`src/rtl/pipeline_hazard_ctrl.sv`:
```
// pipeline_hazard_ctrl
//   Central stall / flush / forwarding controller for a 5-stage MIPS pipeline.
//   Produces load enables for PC, IF/ID, ID/EX, EX/MEM and MEM/WB. It also
//   produces bubble-load flushes for IF/ID and ID/EX, and the EX-stage operand
//   forwarding selects. It handles:
//     - load-use hazards
//     - taken-branch squashes
//     - data-memory wait states, with an optional timeout
//
// Ports
//   clk, rst                      clock, synchronous active-high reset
//   id_rs, id_rt, id_uses_rt      source operands of the instruction in ID
//   ex_rs, ex_rt, ex_rd           operands / destination held in ID/EX
//   ex_wreg, ex_m2reg             ID/EX writes regfile / is a load
//   mem_rd, mem_wreg              EX/MEM destination / write flag
//   wb_rd, wb_wreg                MEM/WB destination / write flag
//   br_taken                      branch in EX resolved taken
//   dmem_req, dmem_ready          MEM-stage access active / completing
//   pc_en .. memwb_en             register load enables (combinational)
//   ifid_flush, idex_flush        load a bubble this edge (combinational)
//   fwd_a, fwd_b                  00 regfile, 01 EX/MEM, 10 MEM/WB
//   mem_err                       sticky data-memory timeout flag
//   stall_cycles                  count of cycles with pc_en=0
//
// Parameters
//   WAIT_MAX  wait cycles tolerated before timeout (0 disables the timeout)
//   WAIT_W    wait counter width; it must hold WAIT_MAX
//   CNT_W     stall_cycles width
//
// Build option
//   STALL_CNT_EN  when defined, stall_cycles is a saturating counter.
//                 When undefined, stall_cycles is tied to zero.
//
// state    | meaning
// ---------+------------------------------------------------------------
// ST_RUN   | normal flow; branch / load-use rules apply
// ST_MWAIT | data memory busy; whole pipeline frozen
// ST_ERR   | memory timed out; pipeline frozen until reset

module pipeline_hazard_ctrl #(
   parameter int WAIT_MAX = 15,
   parameter int WAIT_W   = 4,
   parameter int CNT_W    = 32
) (
   input  logic             clk,
   input  logic             rst,
   input  logic [4:0]       id_rs,
   input  logic [4:0]       id_rt,
   input  logic             id_uses_rt,
   input  logic [4:0]       ex_rs,
   input  logic [4:0]       ex_rt,
   input  logic [4:0]       ex_rd,
   input  logic             ex_wreg,
   input  logic             ex_m2reg,
   input  logic [4:0]       mem_rd,
   input  logic             mem_wreg,
   input  logic [4:0]       wb_rd,
   input  logic             wb_wreg,
   input  logic             br_taken,
   input  logic             dmem_req,
   input  logic             dmem_ready,
   output logic             pc_en,
   output logic             ifid_en,
   output logic             idex_en,
   output logic             exmem_en,
   output logic             memwb_en,
   output logic             ifid_flush,
   output logic             idex_flush,
   output logic [1:0]       fwd_a,
   output logic [1:0]       fwd_b,
   output logic             mem_err,
   output logic [CNT_W-1:0] stall_cycles
);

   typedef enum logic [1:0] {
      ST_RUN   = 2'd0,
      ST_MWAIT = 2'd1,
      ST_ERR   = 2'd2
   } state_t;

   localparam logic [WAIT_W-1:0] WAIT_MAX_W = WAIT_W'(WAIT_MAX);
   localparam logic [WAIT_W-1:0] WAIT_ONE   = WAIT_W'(1);

   state_t              state_q, state_d;
   logic [WAIT_W-1:0]   wait_cnt_q, wait_cnt_d;
   logic                mem_err_q, mem_err_d;
   logic                load_use;

   // $zero is never a real dependency, so a load targeting r0 never stalls.
   assign load_use = ex_m2reg && ex_wreg && (ex_rd != 5'd0) &&
                     ((ex_rd == id_rs) || (id_uses_rt && (ex_rd == id_rt)));

   function automatic logic [1:0] fwd_sel(input logic [4:0] src,
                                          input logic [4:0] m_rd,
                                          input logic       m_wreg,
                                          input logic [4:0] w_rd,
                                          input logic       w_wreg);
      logic [1:0] sel;
      sel = 2'b00;
      if (m_wreg && (m_rd != 5'd0) && (m_rd == src))
         sel = 2'b01;
      else if (w_wreg && (w_rd != 5'd0) && (w_rd == src))
         sel = 2'b10;
      return sel;
   endfunction

   always_comb begin
      state_d    = state_q;
      wait_cnt_d = wait_cnt_q;
      mem_err_d  = mem_err_q;
      pc_en      = 1'b1;
      ifid_en    = 1'b1;
      idex_en    = 1'b1;
      exmem_en   = 1'b1;
      memwb_en   = 1'b1;
      ifid_flush = 1'b0;
      idex_flush = 1'b0;
      fwd_a      = fwd_sel(ex_rs, mem_rd, mem_wreg, wb_rd, wb_wreg);
      fwd_b      = fwd_sel(ex_rt, mem_rd, mem_wreg, wb_rd, wb_wreg);

      if (rst) begin
         // Load bubbles everywhere while reset is held.
         ifid_flush = 1'b1;
         idex_flush = 1'b1;
         fwd_a      = 2'b00;
         fwd_b      = 2'b00;
      end else begin
         // The freeze flag selects the all-enables-off response. When the
         // pipeline is not frozen, the normal branch / load-use rules apply.
         logic freeze;
         freeze = 1'b0;
         unique case (state_q)
            ST_RUN: begin
               if (dmem_req && !dmem_ready) begin
                  freeze     = 1'b1;
                  state_d    = ST_MWAIT;
                  wait_cnt_d = WAIT_ONE;
               end
            end
            ST_MWAIT: begin
               if (dmem_ready) begin
                  state_d    = ST_RUN;
                  wait_cnt_d = '0;
               end else begin
                  freeze = 1'b1;
                  if ((WAIT_MAX != 0) && (wait_cnt_q == WAIT_MAX_W)) begin
                     state_d   = ST_ERR;
                     mem_err_d = 1'b1;
                  end else begin
                     wait_cnt_d = wait_cnt_q + WAIT_ONE;
                  end
               end
            end
            ST_ERR: begin
               freeze    = 1'b1;
               mem_err_d = 1'b1;
            end
            default: begin
               freeze  = 1'b1;
               state_d = ST_RUN;
            end
         endcase

         if (freeze) begin
            pc_en    = 1'b0;
            ifid_en  = 1'b0;
            idex_en  = 1'b0;
            exmem_en = 1'b0;
            memwb_en = 1'b0;
         end else if (br_taken) begin
            // The ID instruction is squashed, so a pending load-use hazard is moot.
            ifid_flush = 1'b1;
            idex_flush = 1'b1;
         end else if (load_use) begin
            pc_en      = 1'b0;
            ifid_en    = 1'b0;
            idex_flush = 1'b1;
         end
      end
   end

   always_ff @(posedge clk) begin
      if (rst) begin
         state_q    <= ST_RUN;
         wait_cnt_q <= '0;
         mem_err_q  <= 1'b0;
      end else begin
         state_q    <= state_d;
         wait_cnt_q <= wait_cnt_d;
         mem_err_q  <= mem_err_d;
      end
   end

   assign mem_err = mem_err_q;

`ifdef STALL_CNT_EN
   logic [CNT_W-1:0] stall_cnt_q, stall_cnt_d;

   always_comb begin
      stall_cnt_d = stall_cnt_q;
      if (!pc_en && (stall_cnt_q != {CNT_W{1'b1}}))
         stall_cnt_d = stall_cnt_q + {{(CNT_W-1){1'b0}}, 1'b1};
   end

   always_ff @(posedge clk) begin
      if (rst)
         stall_cnt_q <= '0;
      else
         stall_cnt_q <= stall_cnt_d;
   end

   assign stall_cycles = stall_cnt_q;
`else
   assign stall_cycles = {CNT_W{1'b0}};
`endif

endmodule
```
`config.mk`:
```
export PLATFORM = sky130hd
export DESIGN_NAME = pipeline_hazard_ctrl
export DESIGN_NICKNAME = d
export VERILOG_FILES = /design/src/rtl/pipeline_hazard_ctrl.sv
export SDC_FILE = /design/constraint.sdc
export NUM_CORES = 1
export LEC_CHECK = 0
export BUFFER_PORTS_ARGS = -buffer_cell sky130_fd_sc_hd__buf_2
export CORE_ASPECT_RATIO = 0.9
export CORE_MARGIN = 3
export CORE_UTILIZATION = 42
export DETAILED_ROUTE_END_ITERATION = 8
export GPL_TIMING_DRIVEN = 0
export PLACE_DENSITY = 0.86
export REMOVE_ABC_BUFFERS = 1
export SLEW_MARGIN = 0
export SYNTH_ARGS = -nofsm -noshare
export SYNTH_HDL_FRONTEND = slang
export SYNTH_SLANG_ARGS = --single-unit
```
`constraint.sdc`:
```
create_clock -name clk -period 5.5 [get_ports clk]
set_input_delay 1.65 -clock clk [delete_from_list [all_inputs] [get_ports clk]]
set_output_delay 1.65 -clock clk [all_outputs]
set_load 0.01 [all_outputs]
```
# Word-level counts from Yosys, hierarchy flattened
# Index checks and enable logic that the tools add are counted.
dict set report totals {
  regBits 7
  elab_cells 75
  in_bits 45
}
dict set report classes {
  bitwise 1
  n_reduce_logical 22
  muxes 34
  eq_ne 14
  add_sub_neg 1
}
# cell n
set op_table {}
lappend op_table {{5-bit equality test} 6}
lappend op_table {{1-bit 2-to-1 mux} 18}
lappend op_table {{2-bit 2-to-1 mux} 9}
lappend op_table {{5-bit nonzero test} 3}
lappend op_table {{4-bit 2-to-1 mux} 3}
lappend op_table {{1-bit logical AND} 11}
lappend op_table {{3-bit AND reduction} 3}
lappend op_table {{4-bit case mux with 2 select lines} 1}
lappend op_table {{2-bit inequality test (second input constant)} 3}
lappend op_table {{3-bit inequality test (second input constant)} 2}
lappend op_table {{2-bit case mux with 3 select lines} 1}
lappend op_table {{4-bit by 1-bit adder with 4-bit output (second input constant)} 1}
lappend op_table {{4-bit equality test (second input constant)} 1}
lappend op_table {{1-bit case mux with 2 select lines} 2}
lappend op_table {{2-bit nonzero test} 2}
lappend op_table {{2-bit by 1-bit equality test with 1-bit output (second input constant)} 1}
lappend op_table {{2-bit equality test (second input constant)} 1}
lappend op_table {{2-bit logical NOT} 1}
lappend op_table {{1-bit logical NOT} 1}
lappend op_table {{1-bit logical OR} 1}
lappend op_table {{1-bit NOT} 1}

# Longest topological paths before layout
dict set report depth {
  depth_word 8
  mapped_depth 5
  ltp_nobuf 5
}

# Worst setup path after synthesis
# OpenSTA, ideal clock, no wires.
dict set report synth_path {
  path_kind {input-to-output}
  start {input port mem_rd[0]}
  end {output port fwd_a[1]}
  cell_stages 4
  setup_slack_ns 1.052
  n_path_buf 0
  arrival_ns 2.798
  t_required_ns 3.850
  path_cell_list {or4_1 -> o21ai_2 -> nor3_1 -> nor4_2}
}
dict set report synth_via {
  elab_chain_len 5
}
# item line_no
set synth_lines {}
lappend synth_lines {{start, declared} 55} ;# input logic [4:0] mem_rd,
lappend synth_lines {{5-bit nonzero test} 100} ;# if (m_wreg && (m_rd != 5'd0) && (m_rd == src))
lappend synth_lines {{1-bit logical AND} 100}
lappend synth_lines {{1-bit logical AND *} 100}
lappend synth_lines {{2-bit 2-to-1 mux *} 100}
lappend synth_lines {{2-bit 2-to-1 mux *} 121} ;# if (rst) begin
lappend synth_lines {{end, declared} 69} ;# output logic [1:0] fwd_a,
# Every way passes the cells marked *; elsewhere a longest branch is shown, timed or not.

# Worst setup path after layout
dict set report layout_path {
  start {input port mem_rd[0]}
  end {output port fwd_b[1]}
}
dict set report layout_via {
  elab_chain_len 5
}
# item line_no
set layout_lines {}
lappend layout_lines {{5-bit nonzero test} 100}
lappend layout_lines {{1-bit logical AND} 100}
lappend layout_lines {{1-bit logical AND *} 100}
lappend layout_lines {{2-bit 2-to-1 mux *} 100}
lappend layout_lines {{2-bit 2-to-1 mux *} 121}
lappend layout_lines {{end, declared} 70} ;# output logic [1:0] fwd_b,
# Marks and branches as above.

==> tab_implementation.tex <==
\begin{tabular}{lr}
\hline
Metric & Value \\
\hline
\multicolumn{2}{l}{\textbf{Floorplanning}} \\
\quad Number of standard-cell rows in the floorplan & 16 \\
\quad Placeable core region & 2300 um\^{}2 \\
\quad Initial standard-cell utilization of the core & 0.470 \\
\quad Top Ports & 89 \\
\quad Total Die Area & 3220 um\^{}2 \\
\quad Die extent in x & 59.5 um \\
\quad Vert. Die Dim & 54.2 um \\
\multicolumn{2}{l}{\textbf{Setup path}} \\
\quad Number of cell instances on the worst register-to-register path & 5 \\
\quad Worst setup path category & primary input to output pin \\
\quad Cell type of the slowest stage on the worst timing path & sky130\_fd\_sc\_hd\_\_or4\_1 \\
\quad Buffers plus inverters on the worst setup path & 2 \\
\quad Family of cells with the greatest summed delay on the critical path & simple AND/OR/NAND/NOR gates \\
\quad Worst setup SP type & primary input \\
\quad Levels on crit path & 6 \\
\quad Required time of the worst setup path & 3850 ps \\
\quad Peak fanout along the critical path & 4 \\
\quad Slowest Stage Delay on Critical Path & 530 ps \\
\quad Kind of capture point of the worst setup path & output pin \\
\quad Critical path cell sequence & buf\_2 -> or4\_1 -> o21ai\_2 -> nor3\_1 -> nor4\_2 -> buf\_2 \\
\quad Cell repeated most along the worst path & sky130\_fd\_sc\_hd\_\_buf\_2 \\
\quad Data arrival at the endpoint of the critical path & 3070 ps \\
\multicolumn{2}{l}{\textbf{Clock network}} \\
\quad Setup Fix Bufs, Post-CTS & 0 \\
\quad Post-CTS sizing & 0 \\
\quad Number of sinks driven by the clock tree & 7 \\
\quad Number of levels in the clock H-tree & 1 \\
\quad Clock latency on the worst-skew pair & 260 ps \\
\quad Clk slew on worst S/H paths & 50 ps \\
\quad Number of buffers between clock root and the deepest sink & 2 \\
\quad Clock tree from TritonCTS & yes \\
\quad Clk root buf & sky130\_fd\_sc\_hd\_\_clkbuf\_4 \\
\quad CTS Hold Buffers Added & 0 \\
\quad CTS buffer count & 3 \\
\multicolumn{2}{l}{\textbf{Placed design}} \\
\quad Detailed Place HPWL & 2180 um \\
\quad Post-Place Cell Area & 1250 um\^{}2 \\
\quad Routability congestion estimate from global placement & 0.791 \\
\quad Placed cell count & 220 \\
\quad Port bufs & 56 \\
\multicolumn{2}{l}{\textbf{Timing}} \\
\quad Final hold slack & 442 ps \\
\quad Endpoints failing hold & 0 \\
\quad Setup violators final & 0 \\
\quad Post-Route Setup TNS & 0 ps \\
\quad Max-slew violation count & 0 \\
\quad Setup repair after global routing missed its margin & false \\
\quad Post-layout minimum cycle time & 4720 ps \\
\quad Final clock period utilization by the worst path & 0.858 \\
\quad Setup skew after layout & 4.61 ps \\
\quad Maximum frequency from static timing analysis & 0.212 GHz \\
\multicolumn{2}{l}{\textbf{Global route}} \\
\quad Global-route usage over all layers & 0.147 \\
\quad GRT met2 Usage & 0.276 \\
\quad Via count of the first global-routing pass & 916 \\
\quad Global routing usage on met3 & 0.0312 \\
\quad Antenna violations before repair & 0 \\
\quad Global-route met1 utilization & 0.169 \\
\quad Total global routing overflow & 0 \\
\quad Maximum number of pins on one net before global-route repair & 14 \\
\quad GR peak layer & met2 \\
\quad Global-route wire length before repair & 3750 um \\
\multicolumn{2}{l}{\textbf{Synthesis}} \\
\quad Syn Inst Count & 142 \\
\quad Top post-synthesis cells by area & sky130\_fd\_sc\_hd\_\_buf\_4 24\%, sky130\_fd\_sc\_hd\_\_xnor2\_1 16\%, sky130\_fd\_sc\_hd\_\_dfxtp\_1 13\%, sky130\_fd\_sc\_hd\_\_xor2\_1 8.1\%, sky130\_fd\_sc\_hd\_\_or4\_1 2.8\% \\
\quad Synthesized cell area & 1080 um\^{}2 \\
\quad Share of synthesized area spent on multiplexers & 0 \\
\quad Total of flip-flops plus latches after synthesis & 7 \\
\quad Sequential cell area fraction in the yosys report & 0.129 \\
\quad Yosys cell types & 34 \\
\quad Combinational family with the most area after synthesis & buffers and inverters \\
\quad Xor/xnor cell area share of the yosys netlist & 0.243 \\
\quad Post-Synthesis Mean Instance Area & 7.62 um\^{}2 \\
\quad Post-Synth Adder-Cell Area & 0.0116 \\
\quad Fraction of the mapped netlist area in simple logic gates & 0.217 \\
\quad Cell type with the highest aggregate area in the netlist & sky130\_fd\_sc\_hd\_\_buf\_4 \\
\quad Synth top area share & 0.243 \\
\quad Share of the synthesized area in compound gates (AO/OA/AOI/OAI) & 0.128 \\
\quad Warnings from Yosys & 0 \\
\multicolumn{2}{l}{\textbf{Outcome}} \\
\quad Run status & completed \\
\multicolumn{2}{l}{\textbf{Routing}} \\
\quad Detailed router's first-iteration violation count & 29 \\
\quad DRT Pass-1 Iters & 2 \\
\quad Post-detailed-route wirelength per cell & 11.1 um \\
\quad DRC violation count after routing & 0 \\
\quad Drt total wl & 2500 um \\
\quad Via/cell ratio & 4.73 \\
\quad Detailed-route via count & 1,059 \\
\quad Post-route ant nets & 0 \\
\multicolumn{2}{l}{\textbf{Final layout}} \\
\quad Summed area of non-filler cells in the final layout & 1270 um\^{}2 \\
\quad Number of nets in the layout & 244 \\
\quad Fraction of final layout cells sized beyond drive strength 1 & 0.315 \\
\quad Number of non-filler instances in the completed layout & 224 \\
\quad Area growth from synthesis to layout & 17.6\% \\
\quad Most common library cell in the layout ignoring fill and taps & sky130\_fd\_sc\_hd\_\_buf\_2 \\
\quad Antenna diode instance count & 0 \\
\quad Leading cell types in the layout, fill and taps excluded & 56 x sky130\_fd\_sc\_hd\_\_buf\_2, 32 x sky130\_fd\_sc\_hd\_\_conb\_1, 20 x sky130\_fd\_sc\_hd\_\_xnor2\_1 \\
\multicolumn{2}{l}{\textbf{Min path}} \\
\quad Type of the worst min-delay path & register to register \\
\quad Min-Delay Path Depth & 2 \\
\multicolumn{2}{l}{\textbf{Pwr}} \\
\quad Peak supply drop & 128 uV \\
\quad Pwr/cell area & 138 nW/um\^{}2 \\
\quad Leak pwr & 0.605 nW \\
\multicolumn{2}{l}{\textbf{Run}} \\
\quad Number of max-cap violations & 0 \\
\hline
\end{tabular}
area by class of cell:
| cell class | instances | area, um^2 |
|---|---|---|
| flip-flops and latches | 7 | 140 |
| fillers | 222 | 1030 |
| repair buffers | 56 | 280 |
| inverters | 6 | 22.5 |
| well taps | 27 | 33.8 |
| multi-input cells | 124 | 769 |
| clock buffers | 4 | 26.3 |
final timing paths:
kind / from / slack, ps / end
worst max-delay path: mem_rd[0] / 780 / fwd_b[1]
worst min-delay path: mem_err / 440 / mem_err
worst max register to register: wait_cnt_q[0] / 3760 / wait_cnt_q[1]
worst min register to register: mem_err / 440 / mem_err
stage by stage:
stage	util	power (W)	setup slack (ps)
after detailed placement	0.541	0.000128	749
final	0.553	0.000176	780
after CTS	0.553	0.000177	753
after floorplan	-	0.0000959	1050
after global placement	0.541	0.000126	801
after global routing	0.553	0.000189	729
synth_stat cells:
| library cell | instances |
|---|---|
| sky130_fd_sc_hd__a211oi_1 | 1 |
| sky130_fd_sc_hd__a21oi_1 | 4 |
| sky130_fd_sc_hd__a221o_1 | 1 |
| sky130_fd_sc_hd__a311o_1 | 1 |
| sky130_fd_sc_hd__a31oi_1 | 3 |
| sky130_fd_sc_hd__and3_1 | 3 |
| sky130_fd_sc_hd__buf_4 | 35 |
| sky130_fd_sc_hd__clkbuf_1 | 1 |
| sky130_fd_sc_hd__conb_1 | 1 |
| sky130_fd_sc_hd__dfxtp_1 | 7 |
| sky130_fd_sc_hd__ha_1 | 1 |
| sky130_fd_sc_hd__inv_1 | 6 |
| sky130_fd_sc_hd__nand2_1 | 5 |
| sky130_fd_sc_hd__nand2b_1 | 1 |
| sky130_fd_sc_hd__nand3_1 | 3 |
| sky130_fd_sc_hd__nand3b_1 | 1 |
| sky130_fd_sc_hd__nand4_1 | 1 |
| sky130_fd_sc_hd__nor2_1 | 7 |
| sky130_fd_sc_hd__nor2b_1 | 3 |
| sky130_fd_sc_hd__nor3_1 | 4 |
| sky130_fd_sc_hd__nor4_1 | 2 |
| sky130_fd_sc_hd__nor4_2 | 2 |
| sky130_fd_sc_hd__o211a_1 | 1 |
| sky130_fd_sc_hd__o21a_1 | 1 |
| sky130_fd_sc_hd__o21ai_0 | 5 |
| sky130_fd_sc_hd__o21ai_1 | 1 |
| sky130_fd_sc_hd__o21ai_2 | 1 |
| sky130_fd_sc_hd__o22ai_1 | 1 |
| sky130_fd_sc_hd__o311a_1 | 1 |
| sky130_fd_sc_hd__or3_1 | 2 |
| sky130_fd_sc_hd__or3b_1 | 2 |
| sky130_fd_sc_hd__or4_1 | 4 |
| sky130_fd_sc_hd__xnor2_1 | 20 |
| sky130_fd_sc_hd__xor2_1 | 10 |
layer usage:
layer,routed length [um],vias up
met3,219,4
met4,25,0
li1,-,537
met1,942,475
met2,1310,43
met5,0,-
kinds of logic after synthesis:
kind of cell	after synthesis
adders and majority gates	1
buffers and inverters	42
and+or+nand+nor	40
DFF	7
other	1
xor gates and xnor gates	30
AOI/OAI and AO/OA	21
tightest hold or removal path: stages, from the launching register on:
cell and delay (ps):
sky130_fd_sc_hd__dfxtp_1 300, sky130_fd_sc_hd__inv_1 40, sky130_fd_sc_hd__a21oi_1 50
sequential cells by signal, indices dropped and copies added (netlist names):
register and cells:
state_q 2, wait_cnt_q 4, mem_err 1
report_power, final:
part / internal [W] / switching, W
Combinational: 0.0000327 / 0.0000417
Clock: 0.0000278 / 0.0000205
Sequential: 0.0000517 / 0.00000140
Note: power is estimated with default switching activity, not from simulation.
